--- src/rtl/neureka_package.sv ---
// Shared types and constants for the neureka load path.
// The load-channel arbiter's mode enum and status flags live here.
package neureka_package;

    localparam int NEUREKA_MEM_BANDWIDTH_EXT = 256;

    // Wide enough for any supported ID FIFO depth (up to 128 entries).
    localparam int LD_ARB_CNT_W = 8;

    typedef enum logic {
        ARB_FIXED = 1'b0,
        ARB_RR    = 1'b1
    } arb_mode_t;

    typedef struct packed {
        logic [LD_ARB_CNT_W-1:0] outstanding;
        logic                    fifo_empty;
        logic                    fifo_full;
        logic                    err_underflow;
    } ld_arb_flags_t;

endpackage

--- src/rtl/neureka_id_fifo.sv ---
// Small FIFO that holds the channel IDs of issued loads.
// Responses come back in order, so the head is always the next consumer.
module neureka_id_fifo #(
    parameter int DEPTH = 8,
    parameter int WIDTH = 2,
    parameter int CNTW  = $clog2(DEPTH) + 1
) (
    input  logic             clk_i,
    input  logic             rst_i,
    input  logic             clear_i,
    input  logic             push_i,
    input  logic [WIDTH-1:0] data_i,
    input  logic             pop_i,
    output logic [WIDTH-1:0] data_o,
    output logic             full_o,
    output logic             empty_o,
    output logic [CNTW-1:0]  count_o
);

    localparam int PW = $clog2(DEPTH);

    logic [WIDTH-1:0] mem_q [DEPTH];
    logic [PW-1:0]    wr_ptr_q, rd_ptr_q;
    logic [CNTW-1:0]  cnt_q;
    logic             push_ok, pop_ok;

    assign full_o  = (cnt_q == CNTW'(DEPTH));
    assign empty_o = (cnt_q == '0);
    assign count_o = cnt_q;
    assign data_o  = mem_q[rd_ptr_q];

    assign push_ok = push_i & ~full_o;
    assign pop_ok  = pop_i & ~empty_o;

    // Depth is a power of two, so the pointers wrap naturally.
    always_ff @(posedge clk_i or posedge rst_i) begin
        if (rst_i) begin
            wr_ptr_q <= '0;
            rd_ptr_q <= '0;
            cnt_q    <= '0;
        end else if (clear_i) begin
            wr_ptr_q <= '0;
            rd_ptr_q <= '0;
            cnt_q    <= '0;
        end else begin
            if (push_ok) wr_ptr_q <= wr_ptr_q + 1'b1;
            if (pop_ok)  rd_ptr_q <= rd_ptr_q + 1'b1;
            if (push_ok && !pop_ok)      cnt_q <= cnt_q + 1'b1;
            else if (pop_ok && !push_ok) cnt_q <= cnt_q - 1'b1;
        end
    end

    always_ff @(posedge clk_i) begin
        if (push_ok && !clear_i) mem_q[wr_ptr_q] <= data_i;
    end

endmodule

--- src/rtl/neureka_ld_channel_arbiter.sv ---
// Arbitrates NB_CHAN load channels onto one memory port and routes the
// in-order responses back to the issuing channel through an ID FIFO.
module neureka_ld_channel_arbiter
    import neureka_package::*;
#(
    parameter int NB_CHAN         = 4,
    parameter int AW              = 32,
    parameter int DW              = NEUREKA_MEM_BANDWIDTH_EXT,
    parameter int MAX_OUTSTANDING = 8
) (
    input  logic                       clk_i,
    input  logic                       rst_i,
    input  logic                       clear_i,
    input  logic                       mode_i,
    input  logic [$clog2(NB_CHAN)-1:0] prio_i,
    input  logic [NB_CHAN-1:0]         ch_en_i,
    input  logic [NB_CHAN-1:0]         ch_req_i,
    input  logic [NB_CHAN*AW-1:0]      ch_add_i,
    output logic [NB_CHAN-1:0]         ch_gnt_o,
    output logic [NB_CHAN-1:0]         ch_r_valid_o,
    output logic [DW-1:0]              ch_r_data_o,
    output logic                       mem_req_o,
    output logic [AW-1:0]              mem_add_o,
    input  logic                       mem_gnt_i,
    input  logic                       mem_r_valid_i,
    input  logic [DW-1:0]              mem_r_data_i,
    output ld_arb_flags_t              flags_o
);

    localparam int CW   = $clog2(NB_CHAN);
    localparam int CNTW = $clog2(MAX_OUTSTANDING) + 1;

    arb_mode_t        mode;
    logic [NB_CHAN-1:0] elig;
    logic [CW-1:0]    start_idx, winner, rr_nxt;
    logic [CW-1:0]    rr_ptr_q, lock_idx_q, head_id;
    logic             lock_q, lock_hold, any_elig, found;
    logic             hs, fifo_full, fifo_empty, fifo_pop, err_q;
    logic [CNTW-1:0]  fifo_cnt;

    assign mode = arb_mode_t'(mode_i);

    // Clear and reset both block new requests for the cycle.
    assign elig      = ch_req_i & ch_en_i & {NB_CHAN{~(clear_i | rst_i)}};
    assign any_elig  = |elig;
    assign lock_hold = lock_q & elig[lock_idx_q];

    always_comb begin
        start_idx = rr_ptr_q;
        if (mode == ARB_FIXED) start_idx = CW'(int'(prio_i) % NB_CHAN);
    end

    // First eligible channel scanning upward from start_idx, unless a
    // stalled winner is still waiting for its grant.
    always_comb begin
        winner = start_idx;
        found  = 1'b0;
        for (int k = 0; k < NB_CHAN; k++) begin
            if (!found && elig[(int'(start_idx) + k) % NB_CHAN]) begin
                winner = CW'((int'(start_idx) + k) % NB_CHAN);
                found  = 1'b1;
            end
        end
        if (lock_hold) winner = lock_idx_q;
    end

    assign mem_req_o = any_elig & ~fifo_full;
    assign mem_add_o = mem_req_o ? ch_add_i[winner*AW +: AW] : '0;
    assign hs        = mem_req_o & mem_gnt_i;
    assign rr_nxt    = (winner == CW'(NB_CHAN - 1)) ? '0 : winner + 1'b1;

    assign fifo_pop    = mem_r_valid_i & ~fifo_empty & ~clear_i & ~rst_i;
    assign ch_r_data_o = rst_i ? '0 : mem_r_data_i;

    for (genvar i = 0; i < NB_CHAN; i++) begin : g_lane
        assign ch_gnt_o[i]     = hs & (winner == CW'(i));
        assign ch_r_valid_o[i] = fifo_pop & (head_id == CW'(i));
    end

    always_ff @(posedge clk_i or posedge rst_i) begin
        if (rst_i) begin
            rr_ptr_q   <= '0;
            lock_q     <= 1'b0;
            lock_idx_q <= '0;
            err_q      <= 1'b0;
        end else if (clear_i) begin
            rr_ptr_q   <= '0;
            lock_q     <= 1'b0;
            lock_idx_q <= '0;
            err_q      <= 1'b0;
        end else begin
            if (hs) rr_ptr_q <= rr_nxt;
            lock_q     <= mem_req_o & ~mem_gnt_i;
            lock_idx_q <= winner;
            if (mem_r_valid_i && fifo_empty) err_q <= 1'b1;
        end
    end

    neureka_id_fifo #(
        .DEPTH (MAX_OUTSTANDING),
        .WIDTH (CW),
        .CNTW  (CNTW)
    ) i_id_fifo (
        .clk_i   (clk_i),
        .rst_i   (rst_i),
        .clear_i (clear_i),
        .push_i  (hs),
        .data_i  (winner),
        .pop_i   (fifo_pop),
        .data_o  (head_id),
        .full_o  (fifo_full),
        .empty_o (fifo_empty),
        .count_o (fifo_cnt)
    );

    always_comb begin
        flags_o               = '0;
        flags_o.outstanding   = LD_ARB_CNT_W'(fifo_cnt);
        flags_o.fifo_empty    = fifo_empty;
        flags_o.fifo_full     = fifo_full;
        flags_o.err_underflow = err_q;
    end

endmodule

--- config.mk ---
export PLATFORM = sky130hd
export DESIGN_NAME = neureka_ld_channel_arbiter
export DESIGN_NICKNAME = d
export VERILOG_FILES = /design/src/rtl/neureka_package.sv /design/src/rtl/neureka_id_fifo.sv /design/src/rtl/neureka_ld_channel_arbiter.sv
export SDC_FILE = /design/constraint.sdc
export NUM_CORES = 1
export LEC_CHECK = 0
export ABC_AREA = 1
export BUFFER_PORTS_ARGS = -buffer_cell sky130_fd_sc_hd__buf_2
export CORE_AREA = 2 2 275 277
export CTS_CLUSTER_SIZE = 24
export DETAILED_ROUTE_END_ITERATION = 6
export DIE_AREA = 0 0 277 279
export SKIP_CTS_REPAIR_TIMING = 1
export SLEW_MARGIN = 20
export SYNTH_ARGS = -nofsm -noshare
export SYNTH_HDL_FRONTEND = slang
export SYNTH_SLANG_ARGS = --single-unit
--- constraint.sdc ---
create_clock -name clk_i -period 4.9 [get_ports clk_i]
set_input_delay 0.735 -clock clk_i [delete_from_list [all_inputs] [get_ports clk_i]]
set_output_delay 0.735 -clock clk_i [all_outputs]
set_load 0.05 [all_outputs]
## Yosys cells after proc, flatten, opt, wreduce, memory -nomap -nowiden

Memories as Yosys holds them, arrays and structs flattened.
Cells that the tools add are included.

| cells by class | value |
|---|---|
| add/sub/neg operators | 8 |
| magnitude comparators | 5 |
| equality and inequality tests | 7 |
| shift-type cells | 1 |
| multiplexer cells | 39 |
| bitwise operators | 29 |
| reductions and logical operators | 25 |

Operators with widths:

| kind | count |
|---|---|
| 256-bit two-way mux | 1 |
| 128-bit by 8-bit indexed part select with 32-bit output | 1 |
| 32-bit two-way mux | 1 |
| 2-bit two-way mux | 9 |
| 1-bit bitwise AND | 17 |
| 1-bit two-way mux | 16 |
| 3-bit by 4-bit < comparator with 1-bit output (second input constant) | 3 |
| 3-bit two-way mux | 4 |
| 4-bit two-way mux | 3 |
| 1-bit binary-select mux with 2-bit select | 5 |
| 4-bit bitwise AND | 2 |
| 2-bit equality test (second input constant) | 4 |
| 2-bit nonzero test | 4 |
| 1-bit logical AND | 7 |
| 3-bit by 1-bit adder with 3-bit output (second input constant) | 2 |
| 1-bit zero test | 6 |
| 2-bit by 3-bit < comparator with 1-bit output (second input constant) | 2 |
| 1-bit inverter | 6 |
| 2-bit OR reduction | 3 |
| 2-bit by 1-bit adder with 2-bit output (second input constant) | 2 |
| 2-bit adder (second input constant) | 2 |
| 4-bit by 1-bit adder with 4-bit output (second input constant) | 1 |
| 2-bit by 1-bit equality test with 1-bit output (second input constant) | 2 |
| 4-bit equality test (second input constant) | 1 |
| 7 further kinds | 10 |

| word-level totals | value |
|---|---|
| flip-flop bits (word level) | 16 |
| bits in writable memories | 16 |
| input bits | 400 |
| output and inout port bits | 308 |
| logic and storage cells | 122 |
| memories kept | 1 |

Memories:

| memory | depth | bits a word | read ports | clocked after memory_dff | wr ports | RTL line | text |
|---|---|---|---|---|---|---|---|
| i_id_fifo.mem_q | 8 | 2 | 1 | 0 | 1 | neureka_id_fifo.sv:22 | `logic [WIDTH-1:0] mem_q [DEPTH];` |

## Depth between registers and ports, before layout

Gate-level depths: netlist of the first run.

| logic depth | value |
|---|---|
| depth after elaboration | 20 |
| depth in mapped cells | 20 |
| gate-level depth less buffers | 17 |

## Modules after synthesis

A second synthesis of the first run with hierarchy kept.

| unflattened totals | value |
|---|---|
| cells, all modules | 1154 |
| area total of the unflattened synthesis | 5586.6 µm² |

Modules (own cells, without submodules):

| module | times used | cells an instance | area each (µm²) | sequential area each (µm²) |
|---|---|---|---|---|
| neureka_ld_channel_arbiter | 1 | 1016 | 4262.8 | 150.1 |
| neureka_id_fifo | 1 | 138 | 1323.8 | 730.7 |

## Least setup slack after synthesis of the first run

No wires, ideal clock.

| timing path | value |
|---|---|
| kind | input port to output port |
| from | input port rst_i |
| to | output port ch_gnt_o[3] |
| data arrival time | 3.499 ns |
| required time | 4.165 ns |
| setup slack | 0.666 ns |
| stages on the path | 19 |
| buffers on the path | 3 |
| cells stage by stage | buf_2 inv_1 nand2_2 nor2_1 nand2_1 nand2_1 nand2_1 nand2_2 nor2_2 nand2_2 nand3_1 nand3_4 nand2_2 buf_6 buf_6 inv_1 ha_1 inv_1 nor2_1 |

| on the way | value |
|---|---|
| word-level cells in the longest chain between the ends | 18 |
| elaborated cells on any way between the ends | 35 |
| those cells by class | 1 x eq/ne; 20 x mux; 7 x bitwise; 7 x reduce/logical |

Ends and longest elaborated chain:

| element | RTL line | text |
|---|---|---|
| from (decl) | neureka_ld_channel_arbiter.sv:12 | `input logic rst_i,` |
| 1-bit bitwise OR * | neureka_ld_channel_arbiter.sv:44 | `assign elig = ch_req_i & ch_en_i & {NB_CHAN{~(clear_i \| rst_i)}};` |
| 1-bit inverter * | neureka_ld_channel_arbiter.sv:44 |  |
| 4-bit bitwise AND * | neureka_ld_channel_arbiter.sv:44 |  |
| 1-bit binary-select mux with 2-bit select | neureka_ld_channel_arbiter.sv:59 | `if (!found && elig[(int'(start_idx) + k) % NB_CHAN]) begin` |
| 1-bit two-way mux (implied by the code) | neureka_ld_channel_arbiter.sv:59 |  |
| 1-bit two-way mux | neureka_ld_channel_arbiter.sv:59 |  |
| 1-bit zero test | neureka_ld_channel_arbiter.sv:59 |  |
| 1-bit logical AND | neureka_ld_channel_arbiter.sv:59 |  |
| (+3 left out) | n/a |  |
| 1-bit two-way mux | neureka_ld_channel_arbiter.sv:59 |  |
| 1-bit zero test | neureka_ld_channel_arbiter.sv:59 |  |
| 1-bit logical AND | neureka_ld_channel_arbiter.sv:59 |  |
| 2-bit two-way mux | neureka_ld_channel_arbiter.sv:59 |  |
| 2-bit two-way mux * | neureka_ld_channel_arbiter.sv:64 | `if (lock_hold) winner = lock_idx_q;` |
| via i_id_fifo.data_i[0] | neureka_id_fifo.sv:12 | `input logic [WIDTH-1:0] data_i,` |
| 2-bit equality test * | neureka_ld_channel_arbiter.sv:76 | `assign ch_gnt_o[i] = hs & (winner == CW'(i));` |
| 1-bit bitwise AND * | neureka_ld_channel_arbiter.sv:76 |  |
| to (decl) | neureka_ld_channel_arbiter.sv:19 | `output logic [NB_CHAN-1:0] ch_gnt_o,` |

The timed path passes the listed nets; every way through them passes the cells marked *. The select of a mux whose other input is x is not followed.

## Worst setup path after layout of the first run

| timing path | value |
|---|---|
| from | input port mode_i |
| to | output port mem_add_o[0] |

| on the way | value |
|---|---|
| word-level cells in the longest chain between the ends | 16 |
| elaborated cells on any way between the ends | 30 |
| those cells by class | 3 x add/sub; 1 x shift; 20 x mux; 6 x reduce/logical |

Ends and longest elaborated chain:

| element | RTL line | text |
|---|---|---|
| from (decl) | neureka_ld_channel_arbiter.sv:14 | `input logic mode_i,` |
| 2-bit two-way mux * | neureka_ld_channel_arbiter.sv:50 | `if (mode == ARB_FIXED) start_idx = CW'(int'(prio_i) % NB_CHAN);` |
| 2-bit by 1-bit adder with 2-bit output / 1-bit binary-select mux with 2-bit select (equally long branches) | neureka_ld_channel_arbiter.sv:59, neureka_ld_channel_arbiter.sv:60 |  |
| 1-bit binary-select mux with 2-bit select / 1-bit two-way mux (equally long branches) | neureka_ld_channel_arbiter.sv:59 |  |
| 1-bit two-way mux (implied by the code) | neureka_ld_channel_arbiter.sv:59 |  |
| 1-bit two-way mux (implied by the code) / 1-bit zero test (equally long branches) | neureka_ld_channel_arbiter.sv:59 |  |
| 1-bit logical AND | neureka_ld_channel_arbiter.sv:59 |  |
| 1-bit two-way mux | neureka_ld_channel_arbiter.sv:59 |  |
| 1-bit zero test | neureka_ld_channel_arbiter.sv:59 |  |
| 1-bit logical AND | neureka_ld_channel_arbiter.sv:59 |  |
| 1-bit two-way mux | neureka_ld_channel_arbiter.sv:59 |  |
| 1-bit zero test | neureka_ld_channel_arbiter.sv:59 |  |
| 1-bit logical AND | neureka_ld_channel_arbiter.sv:59 |  |
| 2-bit two-way mux * | neureka_ld_channel_arbiter.sv:59 |  |
| 2-bit two-way mux * | neureka_ld_channel_arbiter.sv:64 |  |
| 128-bit by 8-bit indexed part select with 32-bit output * | neureka_ld_channel_arbiter.sv:68 | `assign mem_add_o = mem_req_o ? ch_add_i[winner*AW +: AW] : '0;` |
| 32-bit two-way mux * | neureka_ld_channel_arbiter.sv:68 |  |
| to (decl) | neureka_ld_channel_arbiter.sv:23 | `output logic [AW-1:0] mem_add_o,` |

Every way passes the cells marked *; elsewhere a longest branch is shown, timed or not. The select of a mux whose other input is x is not followed.

==> results of run 1 <==
area by class of cell:
cell class | instances | area, µm² | area share, %
Inverter | 329 | 1230 | 11.8
Timing Repair Buffer | 719 | 3690 | 35.1
Clock buffer | 5 | 125 | 1.19
Tap cell | 969 | 1210 | 11.6
Antenna cell | 19 | 47.5 | 0.453
Sequential cell | 32 | 881 | 8.39
Multi-Input combinational cell | 752 | 3260 | 31.1
Clock inverter | 3 | 42.5 | 0.405
layer usage:
metal / track usage (%) / routed length, µm
met4: 2.23 / 1180
met1: 17.2 / 23800
met3: 6.54 / 6850
met2: 23.3 / 25900
met5: 0 / 143
registers in the layout, indices dropped and copies added (netlist names):
name / flops
i_id_fifo.mem_q: 16
i_id_fifo.count_o: 4
i_id_fifo.rd_ptr_q: 3
i_id_fifo.wr_ptr_q: 3
lock_idx_q: 2
rr_ptr_q: 2
err_q: 1
lock_q: 1
worst min-delay path by stage:
stage | cells past startpoint | slack [ns] | to
floorplan | 2 | 0.50 | err_q
global placement | 2 | 0.51 | err_q
detailed placement | 2 | 0.52 | err_q
CTS | 2 | 0.53 | err_q
global route | 2 | 0.57 | err_q
finish | 2 | 0.53 | err_q
power by group:
group	internal [mW]	leakage, nW	switching, mW
clock network	0.238	0.0799	0.113
registers	0.327	0.359	0.0293
logic	0.563	6.48	1.60
total	1.13	6.92	1.74
cells by family after synthesis:
group / count (synthesis)
other: 1
AND/OR/NAND/NOR: 702
AO/OA/AOI/OAI: 34
flip-flops: 32
XOR/XNOR: 3
adder cells (fa/ha/maj): 9
buffers and inverters: 396
through the flow:
| stage | area [µm²] | hold slack (ns) |
|---|---|---|
| 2_1_floorplan | 5710 | 0.496 |
| 3_3_place_gp | 10300 | 0.509 |
| 3_5_place_dp | 10300 | 0.517 |
| 4_1_cts | 10400 | 0.529 |
| 5_1_grt | 10500 | 0.568 |
| 6_report | 10500 | 0.526 |
synth_stat cells (all sizes together):
| master | count |
|---|---|
| clkbuf | 38 |
| conb | 1 |
| nor2 | 392 |
| xor2 | 3 |
| o22ai | 7 |
| o21ai | 19 |
| ha | 8 |
| nand3 | 112 |
| edfxtp | 16 |
| dfrtp | 16 |
| a21oi | 6 |
| buf | 29 |
| fa | 1 |
| clkinv | 2 |
| nand2 | 194 |
| o21a | 2 |
| inv | 327 |
| nand4 | 1 |
| nor3 | 3 |
worst max-delay path, stage by stage:
cell     delay [ns]
buf_2          0.13
inv_2          0.08
nand2_1        0.05
nand2_1        0.30
nand2_1        0.16
nand3_1        0.11
nand2_1        0.09
nor2_2         0.14
nand2_2        0.09
nand2_2        0.07
nand2_1        0.05
nand3_1        0.51
buf_12         0.25
nand3_1        0.08
nand3_1        0.09
nand2_1        0.08
nor2_1         0.13
buf_2          0.28
==> summary.txt, run 1 <==
Power and ir drop
  – LEAKAGE: 6.92 nW
  – Pwr/cell area: roughly 270 nW/µm²
  – Peak supply drop: roughly 0.13 mV
  – Overall Power: between 2 and 3 mW

Floorplanning
  – Row cnt: 100
  – Die Y: 279 µm
  – Core ar.: 74100 µm²
  – Initial Utilization: 7.69%
  – Die Width: between 200 and 300 µm
  – Die area: between 70000 and 80000 µm²
  – Ports: 708

STA
  – Relative max-transition margin: between 20% and 30%
  – Skew final: 0.00450 ns
  – Min Tclk post-route: around 4.2 ns
  – Final Hold Fails: 0
  – Final setup viols: 0
  – Fmax: ~240 MHz
  – Worst setup margin: approximately 0.74 ns
  – Count of final max-slew check failures: 0
  – Worst-Margin Slew: around 1.1 ns
  – Tcrit/Tclk final: about 85%
  – Setup_tns: 0 ns
  – RSZ-0062 raised after global routing: false

Yosys
  – Largest family of logic cells by synthesized area: simple AND/OR/NAND/NOR gates
  – Post-synth cell types: 29
  – #FFs+latches synth: 32
  – Xor and xnor area share after synthesis: less than 1%
  – Yosys warns: 0
  – Seq/Total Area, Yosys: between 10% and 20%
  – Ranking of synthesized cells by area: nor2_1, inv_1, nand2_1
  – Post-Synth Simple-Gate Area: ~51%
  – Mean Syn Cell Area: between 4 and 5 µm²
  – Post-synthesis mux area share: 0%
  – Share of the synthesized area in the top cell type: 23.9%
  – Netlist area before placement: around 5700 µm²
  – Post-synthesis compound-gate area fraction: around 3.4%
  – Post-synthesis adder-cell area fraction: under 10%
  – Yosys top cell by area: nor2_1
  – Synth Instances: about 1200

Flow run
  – Max cap viols: 0

Cells and area
  – Most common cell after layout, fill and taps aside: buf_2
  – Final cell count without fillers: 2828
  – Share of cells above drive strength 1: 41.9%
  – Most frequent cells in the layout: buf_2, nor2_1, inv_1, nand2_1, nand3_1
  – Final Core Density: around 14%
  – Synth-to-Final Area Change: 84.3%
  – # nets final: around 2200
  – Fillers: ~8900

Global routing
  – Largest net degree at the start of global routing: between 200 and 250
  – Vias in the first global route: 9017
  – Initial antenna violation count: 74
  – First-pass GRT wire length: roughly 75 mm
  – Remaining Overflow, GRT: 0
  – Global routing usage summed across all routing layers: 14.2%

Hold path
  – Hold Startpoint: err_q
  – Worst hold path class: flip-flop to flip-flop

Critical path
  – Startpoint Class: primary input
  – Reg2reg start: i_id_fifo.count_o[1]
  – Worst r2r path cells: 13
  – CP Capture Point: mem_add_o[0]
  – Crit. Startpoint: mode_i
  – Worst Setup End Kind: output pin
  – Reg-to-reg endpoint: i_id_fifo.count_o[3]
  – Crit path kind: primary input to output pin
  – Flop-to-flop setup slack: 1.97 ns
  – Required time worst endpoint: 4.16 ns
  – Critical-path maximum fanout: 21
  – Critical path arrival: 3.43 ns

CTS
  – CTS tree: yes
  – Num Clock Sinks: 32
  – CTS Buffer Depth: 2
  – CTS Root Cell: clkbuf_16
  – H-Tree Depth: 2
  – TritonCTS Buffers: 5
  – Clock Latency Late Sink: ~0.28 ns
  – Clock Pin Slew Worst Setup and Hold Paths: around 0.050 ns

Placement
  – Final GP Congestion: 0.978
  – Setup WS pre-CTS: roughly 0.72 ns
  – Dpl hpwl: between 50 and 60 mm
  – Port bufs: 703
  – Inst Count DP: approximately 2800

Route
  – DRT iter0 DRCs: roughly 630
  – Drt total wl: roughly 58 mm
  – Routed Antenna Nets: 0
  – DR vias/cell: 3.39
  – Vias: between 9000 and 10000
  – Routed len/inst: around 20 µm
  – Drt drc: 0
  – 1st-pass router iterations: 6

Run status
  – Outcome: completed
Note: power is estimated with default switching activity, not from simulation.
==> run 2, diff against run 1 <==
- clock period: 4.9 -> 3.8 ns (I/O delays scaled with it)
==> run 2 against run 1 <==
Effect of this change:
- sequential share of layout area shrank 0.083 points
- combinational power is 36% higher
- largest cell class unchanged
- register-to-register slack worse by 0.84 ns
- highest routed layer unchanged
- critical path depth is the same
- global-route usage is 1.7 points higher
- non-clock buffer count rose by 8
- clock skew about the same
==> summary.txt, run 2 (synthesis results as in run 1) <==
Cells and area
  – # nets final: 2256 (+0.36%)
  – Most frequent cells in the layout: buf_2, nor2_1, inv_1, nand2_1, nand3_1
  – Most flop-heavy register: i_id_fifo.mem_q
  – Final cell count without fillers: 2843 (+0.53%)
  – Most common cell after layout, fill and taps aside: buf_2
  – Share of cells above drive strength 1: 42.5% (+0.58 points)
  – Max FFs per register: 16 (unchanged)
  – Synth-to-Final Area Change: 86.1%

Run status
  – Outcome: completed

Critical path
  – CP max stage cell: buf_2
  – Critical-path maximum fanout: 32 (+52%)
  – Worst path cell trace: buf_2 -> inv_2 -> nand2_1 -> nand2_2 -> nand2_1 -> nand3_1 -> nand2_1 -> nor2_2 -> nand2_2 -> nand3_1 -> nand3_4 -> nand2_4 -> buf_12 -> nand2_1 -> nand2_1 -> nor2_1 -> nor2_1 -> buf_2
  – Crit path top cell by count: nand2_1
  – Reg2reg start: i_id_fifo.count_o[1]
  – Worst r2r path cells: 14 (+1)
  – Worst Setup End Kind: output pin
  – Slowest Stage Delay on Critical Path: 0.28 ns (-0.23 ns)
  – Required time worst endpoint: 3.23 ns (-0.93 ns)
  – Startpoint Class: primary input
  – Crit. Startpoint: mode_i
  – Crit path kind: primary input to output pin
  – Critical path arrival: 2.93 ns (-0.50 ns)

Hold path
  – Worst hold path class: primary input to async pin

Floorplanning
  – Initial Utilization: 7.69% (unchanged)
  – Ports: 708 (unchanged)
  – Die area: 77300 µm² (unchanged)
  – Row cnt: 100 (unchanged)
  – Die Y: 279 µm (unchanged)
  – Die Width: 277 µm (unchanged)
  – Core ar.: 74100 µm² (unchanged)

Placement
  – Final GP Congestion: 0.964 (-1.5%)
  – Port bufs: 703 (unchanged)
  – Inst Count DP: 2809 (+0.29%)
  – Dpl hpwl: 58.1 mm (+11%)

CTS
  – CTS tree: yes
  – TritonCTS Buffers: 5 (unchanged)
  – CTS Buffer Depth: 2 (unchanged)
  – H-Tree Depth: 2 (unchanged)
  – Num Clock Sinks: 32 (unchanged)
  – Clock Latency Late Sink: 0.28 ns (about the same)
  – Clock Pin Slew Worst Setup and Hold Paths: 0.06 ns (about the same)
  – CTS Root Cell: clkbuf_16

Global routing
  – Initial antenna violation count: 80 (+8.1%)
  – Met3 Track Usage GR: 8.43% (+1.9 points)
  – Remaining Overflow, GRT: 0 (unchanged)
  – Global routing usage summed across all routing layers: 15.9% (+1.7 points)
  – GR peak layer: met2
  – First-pass GRT wire length: 82.9 mm (+10%)
  – Met2 Track Usage GR: 25.1% (+1.8 points)
  – Vias in the first global route: 9438 (+4.7%)
  – Met1 Use GR: 18.4% (+1.2 points)
  – Largest net degree at the start of global routing: 96 (-56%)

STA
  – Worst-Margin Slew: 0.990 ns (-0.154 ns)
  – Fmax: 286 MHz
  – Count of final max-slew check failures: 0 (unchanged)
  – Relative max-transition margin: 34.0% (+10 points)
  – Min Tclk post-route: about 3.5 ns
  – Final Hold Fails: 0 (unchanged)
  – Final hold slack: 0.358 ns (-0.168 ns)
  – Setup_tns: 0 ns (unchanged)
  – Tcrit/Tclk final: between 90% and 100%
  – RSZ-0062 raised after global routing: false
  – Skew final: 0.00495 ns (+0.000452 ns)
  – Final setup viols: 0 (unchanged)

Flow run
  – Max cap viols: 0 (unchanged)

Route
  – Drt total wl: 64.2 mm (+11%)
  – Vias: 9746 (+1.8%)
  – Drt drc: 0 (unchanged)
  – DRT iter0 DRCs: 620 (-1.9%)
  – Routed Antenna Nets: 0 (unchanged)
  – Routed len/inst: 22.6 µm (+11%)
  – DR vias/cell: 3.43 (+1.2%)
  – 1st-pass router iterations: 5 (-1)

Power and ir drop
  – LEAKAGE: 6.97 nW (+0.70%)
  – Peak supply drop: 0.237 mV (+84%)
  – Pwr/cell area: 357 nW/µm² (+31%)
  – Overall Power: 3.79 mW (+32%)
## run 2: routing by layer
| metal | routed length (µm) | up-vias |
|---|---|---|
| li1 | - | 4691 |
| met1 | 24700 | 4345 |
| met2 | 28300 | 588 |
| met3 | 9060 | 112 |
| met4 | 2080 | 10 |
| met5 | 72 | - |
## run 2: worst paths after layout
path	to	slack, ns
max	mem_add_o[19]	0.30
min	rr_ptr_q[1]	0.36
max reg2reg	i_id_fifo.count_o[3]	1.13
min reg2reg	err_q	0.51
max in group asynchronous	i_id_fifo.count_o[2]	3.24
min in group clk_i	lock_q	0.48
## run 2: metrics by stage
step | setup WS [ns] | instance area (µm²) | util (%)
6_report | 0.301 | 10600 | 14.3
5_1_grt | 0.00595 | 10600 | 14.3
4_1_cts | 0.113 | 10500 | 14.2
3_5_place_dp | 0.110 | 10400 | 14.0
3_3_place_gp | 0.110 | 10400 | 14.0
2_1_floorplan | 0.0669 | 5710 | -
## run 2: power breakdown
| part | switching [mW] | leakage (nW) | internal [mW] |
|---|---|---|---|
| clock | 0.157 | 0.0737 | 0.241 |
| combinational | 2.14 | 6.53 | 0.792 |
| sequential | 0.0354 | 0.359 | 0.421 |
| total | 2.34 | 6.97 | 1.45 |
## run 2: cell type report
cell class,instances,area (µm²)
Fill cell,8925,63500
Tap cell,969,1210
Clock buffer,5,125
Timing Repair Buffer,727,3780
Clock inverter,3,18.8
Antenna cell,26,65.1
Sequential cell,32,881
Inverter,329,1230
Multi-Input combinational cell,752,3280
## run 2: worst max-delay path: cells and delay by family
family,cells,cell delay (ns)
buffers and inverters,4,0.74
and+or+nand+nor,14,1.55
==> run 3, diff against run 2 <==
- GPL_ROUTABILITY_DRIVEN: default -> 0
- clock period: 3.8 -> 4.2 ns (I/O delays scaled with it)
==> run 3 against run 2 <==
Effect of this change:
- utilization fell by 0.069 points
- combinational power is 13% lower
- non-clock buffer count decreased by 2
- worst setup slack better by 0.017 ns
- first-iteration DRC count grew 33%
- largest cell class unchanged
- highest routed layer unchanged
==> summary.txt, run 3 (synthesis results as in run 1) <==
Run status
  – Outcome: completed

Cells and area
  – Most flop-heavy register: i_id_fifo.mem_q
  – Share of cells above drive strength 1: 42.0% (-0.44 points)
  – Final cell count without fillers: 2834 (-0.32%)
  – Multi-input gate area: 3260 µm² (-0.61%)
  – # nets final: 2254 (-0.089%)
  – Max FFs per register: 16 (unchanged)
  – Most common cell after layout, fill and taps aside: buf_2
  – Synth-to-Final Area Change: 85.2%
  – Fillers: 8828 (-1.1%)
  – Register area: 881 µm² (unchanged)
  – Most frequent cells in the layout: buf_2, nor2_1, inv_1, nand2_1, nand3_1

Critical path
  – Crit path kind: primary input to output pin
  – Startpoint Class: primary input
  – Buf/Inv on CP: 5 (+1)
  – Largest delay contributor family on the critical path: simple AND/OR/NAND/NOR gates
  – Worst Setup End Kind: output pin
  – Reg2reg start: i_id_fifo.count_o[1]
  – Worst r2r path cells: 17 (+3)
  – Critical-path maximum fanout: 22 (-31%)
  – Critical path arrival: 3.25 ns (+0.32 ns)
  – Worst path cell trace: buf_2 -> inv_2 -> nand2_1 -> nand2_1 -> nand2_1 -> nand3_1 -> nand2_1 -> nor2_2 -> nand2_2 -> nand3_1 -> nand3_4 -> nand2_4 -> buf_4 -> ha_1 -> inv_1 -> nor2_1 -> buf_2
  – Required time worst endpoint: 3.57 ns (+0.34 ns)
  – Reg-to-reg endpoint: i_id_fifo.count_o[3]
  – Crit. Startpoint: mode_i
  – CP max stage cell: buf_4
  – Crit path top cell by count: nand2_1
  – Flop-to-flop setup slack: 1.27 ns (+0.14 ns)
  – Slowest Stage Delay on Critical Path: 0.34 ns (+0.06 ns)

Global routing
  – GR peak layer: met2
  – Largest net degree at the start of global routing: 218 (+130%)
  – Global routing usage summed across all routing layers: 13.9% (-2.0 points)
  – Met2 Track Usage GR: 22.4% (-2.6 points)
  – Vias in the first global route: 9047 (-4.1%)
  – Met3 Track Usage GR: 7.56% (-0.88 points)
  – Met1 Use GR: 16.2% (-2.2 points)
  – Initial antenna violation count: 99 (+24%)
  – Remaining Overflow, GRT: 0 (unchanged)
  – First-pass GRT wire length: 73.7 mm (-11%)

STA
  – Min Tclk post-route: 3.88 ns
  – Count of final max-slew check failures: 0 (unchanged)
  – Final setup viols: 0 (unchanged)
  – Relative max-transition margin: 27.1% (-6.9 points)
  – Worst setup margin: 0.318 ns (+0.0168 ns)
  – RSZ-0062 raised after global routing: false
  – Fmax: 258 MHz
  – Setup_tns: 0 ns (unchanged)
  – Worst-Margin Slew: 1.09 ns (+0.104 ns)
  – Final Hold Fails: 0 (unchanged)
  – Skew final: 0.00307 ns (-0.00188 ns)
  – Tcrit/Tclk final: ~90%

Route
  – DR vias/cell: 3.47 (+1.3%)
  – Drt total wl: 57.0 mm (-11%)
  – Drt drc: 0 (unchanged)
  – Vias: 9844 (+1.0%)
  – Routed Antenna Nets: 0 (unchanged)
  – Routed len/inst: 20.1 µm (-11%)
  – DRT iter0 DRCs: 823 (+33%)
  – 1st-pass router iterations: 5 (unchanged)

Floorplanning
  – Initial Utilization: 7.69% (unchanged)
  – Row cnt: 100 (unchanged)
  – Die Width: 277 µm (unchanged)
  – Core ar.: 74100 µm² (unchanged)
  – Die Y: 279 µm (unchanged)
  – Die area: 77300 µm² (unchanged)
  – Ports: 708 (unchanged)

Flow run
  – Max cap viols: 0 (unchanged)

Placement
  – Dpl hpwl: 51.4 mm (-12%)
  – Inst Count DP: 2807 (-0.071%)
  – Port bufs: 703 (unchanged)
  – Setup WS pre-CTS: 0.310 ns (+0.200 ns)

CTS
  – TritonCTS Buffers: 5 (unchanged)
  – CTS Root Cell: clkbuf_16
  – H-Tree Depth: 2 (unchanged)
  – Clock Pin Slew Worst Setup and Hold Paths: 0.05 ns (about the same)
  – Num Clock Sinks: 32 (unchanged)
  – CTS Buffer Depth: 2 (unchanged)
  – Clock Latency Late Sink: 0.27 ns (about the same)
  – CTS tree: yes

Power and ir drop
  – Pwr/cell area: 319 nW/µm² (-11%)
  – Peak supply drop: 0.125 mV (-47%)
  – LEAKAGE: 6.95 nW (-0.20%)

Hold path
  – Worst hold path class: primary input to async pin
==> run 3: worst max path at each step <==
| stage | end | slack [ns] | depth (start not counted) |
|---|---|---|---|
| 2_1_floorplan | ch_gnt_o[3] | 0.18 | 19 |
| 3_3_place_gp | mem_add_o[23] | 0.40 | 18 |
| 3_5_place_dp | ch_gnt_o[2] | 0.31 | 17 |
| 4_1_cts | ch_gnt_o[2] | 0.30 | 17 |
| 5_1_grt | mem_add_o[21] | 0.05 | 18 |
| 6_report | ch_gnt_o[2] | 0.32 | 17 |
==> run 3: worst reg2reg max path, stage by stage (launching register included) <==
cell and delay, ns:
dfrtp_1 0.42, nor2_1 0.12, inv_1 0.05, nor3_1 0.42
inv_1 0.08, nand2_1 0.11, clkinv_1 0.17, nand2_1 0.10
buf_4 0.18, nor2_1 0.10, inv_1 0.13, ha_1 0.28
a21oi_1 0.15, nand2_1 0.07, xor2_1 0.15, xor2_1 0.16
nand2_1 0.07, o21ai_0 0.07
==> run 3: area by class of cell <==
| cell class | instances | share of cell area (%) |
|---|---|---|
| timing repair buffer | 725 | 35.5 |
| antenna | 19 | 0.451 |
| clock inverter | 2 | 0.332 |
| sequential | 32 | 8.35 |
| tap | 969 | 11.5 |
| inverter | 329 | 11.7 |
| multi-input combinational | 752 | 30.9 |
| clock buffer | 6 | 1.22 |
==> run 3: metrics by stage <==
| step | utilization, % | cell area, µm² | hold WS (ns) | total power, mW |
|---|---|---|---|---|
| after detailed placement | 14.0 | 10300 | 0.518 | 2.99 |
| after CTS | 14.2 | 10500 | 0.491 | 3.41 |
| final | 14.2 | 10600 | 0.479 | 3.37 |
| after global routing | 14.2 | 10500 | 0.505 | 3.62 |
| after global placement | 14.0 | 10300 | 0.514 | 2.98 |
| after floorplan | - | 5710 | 0.496 | 2.18 |
==> run 3: power breakdown <==
group / internal (mW) / total [mW] / switching (mW)
Clock: 0.278 / 0.402 / 0.124
Combinational: 0.682 / 2.55 / 1.87
Sequential: 0.381 / 0.417 / 0.0355
==> run 3: metal layers <==
metal	part of all wire (%)	vias up	routed length (µm)
li1	-	4678	-
met1	38	4340	21800
met2	44	657	25200
met3	15	139	8420
met4	2.5	30	1420
met5	0.34	-	192
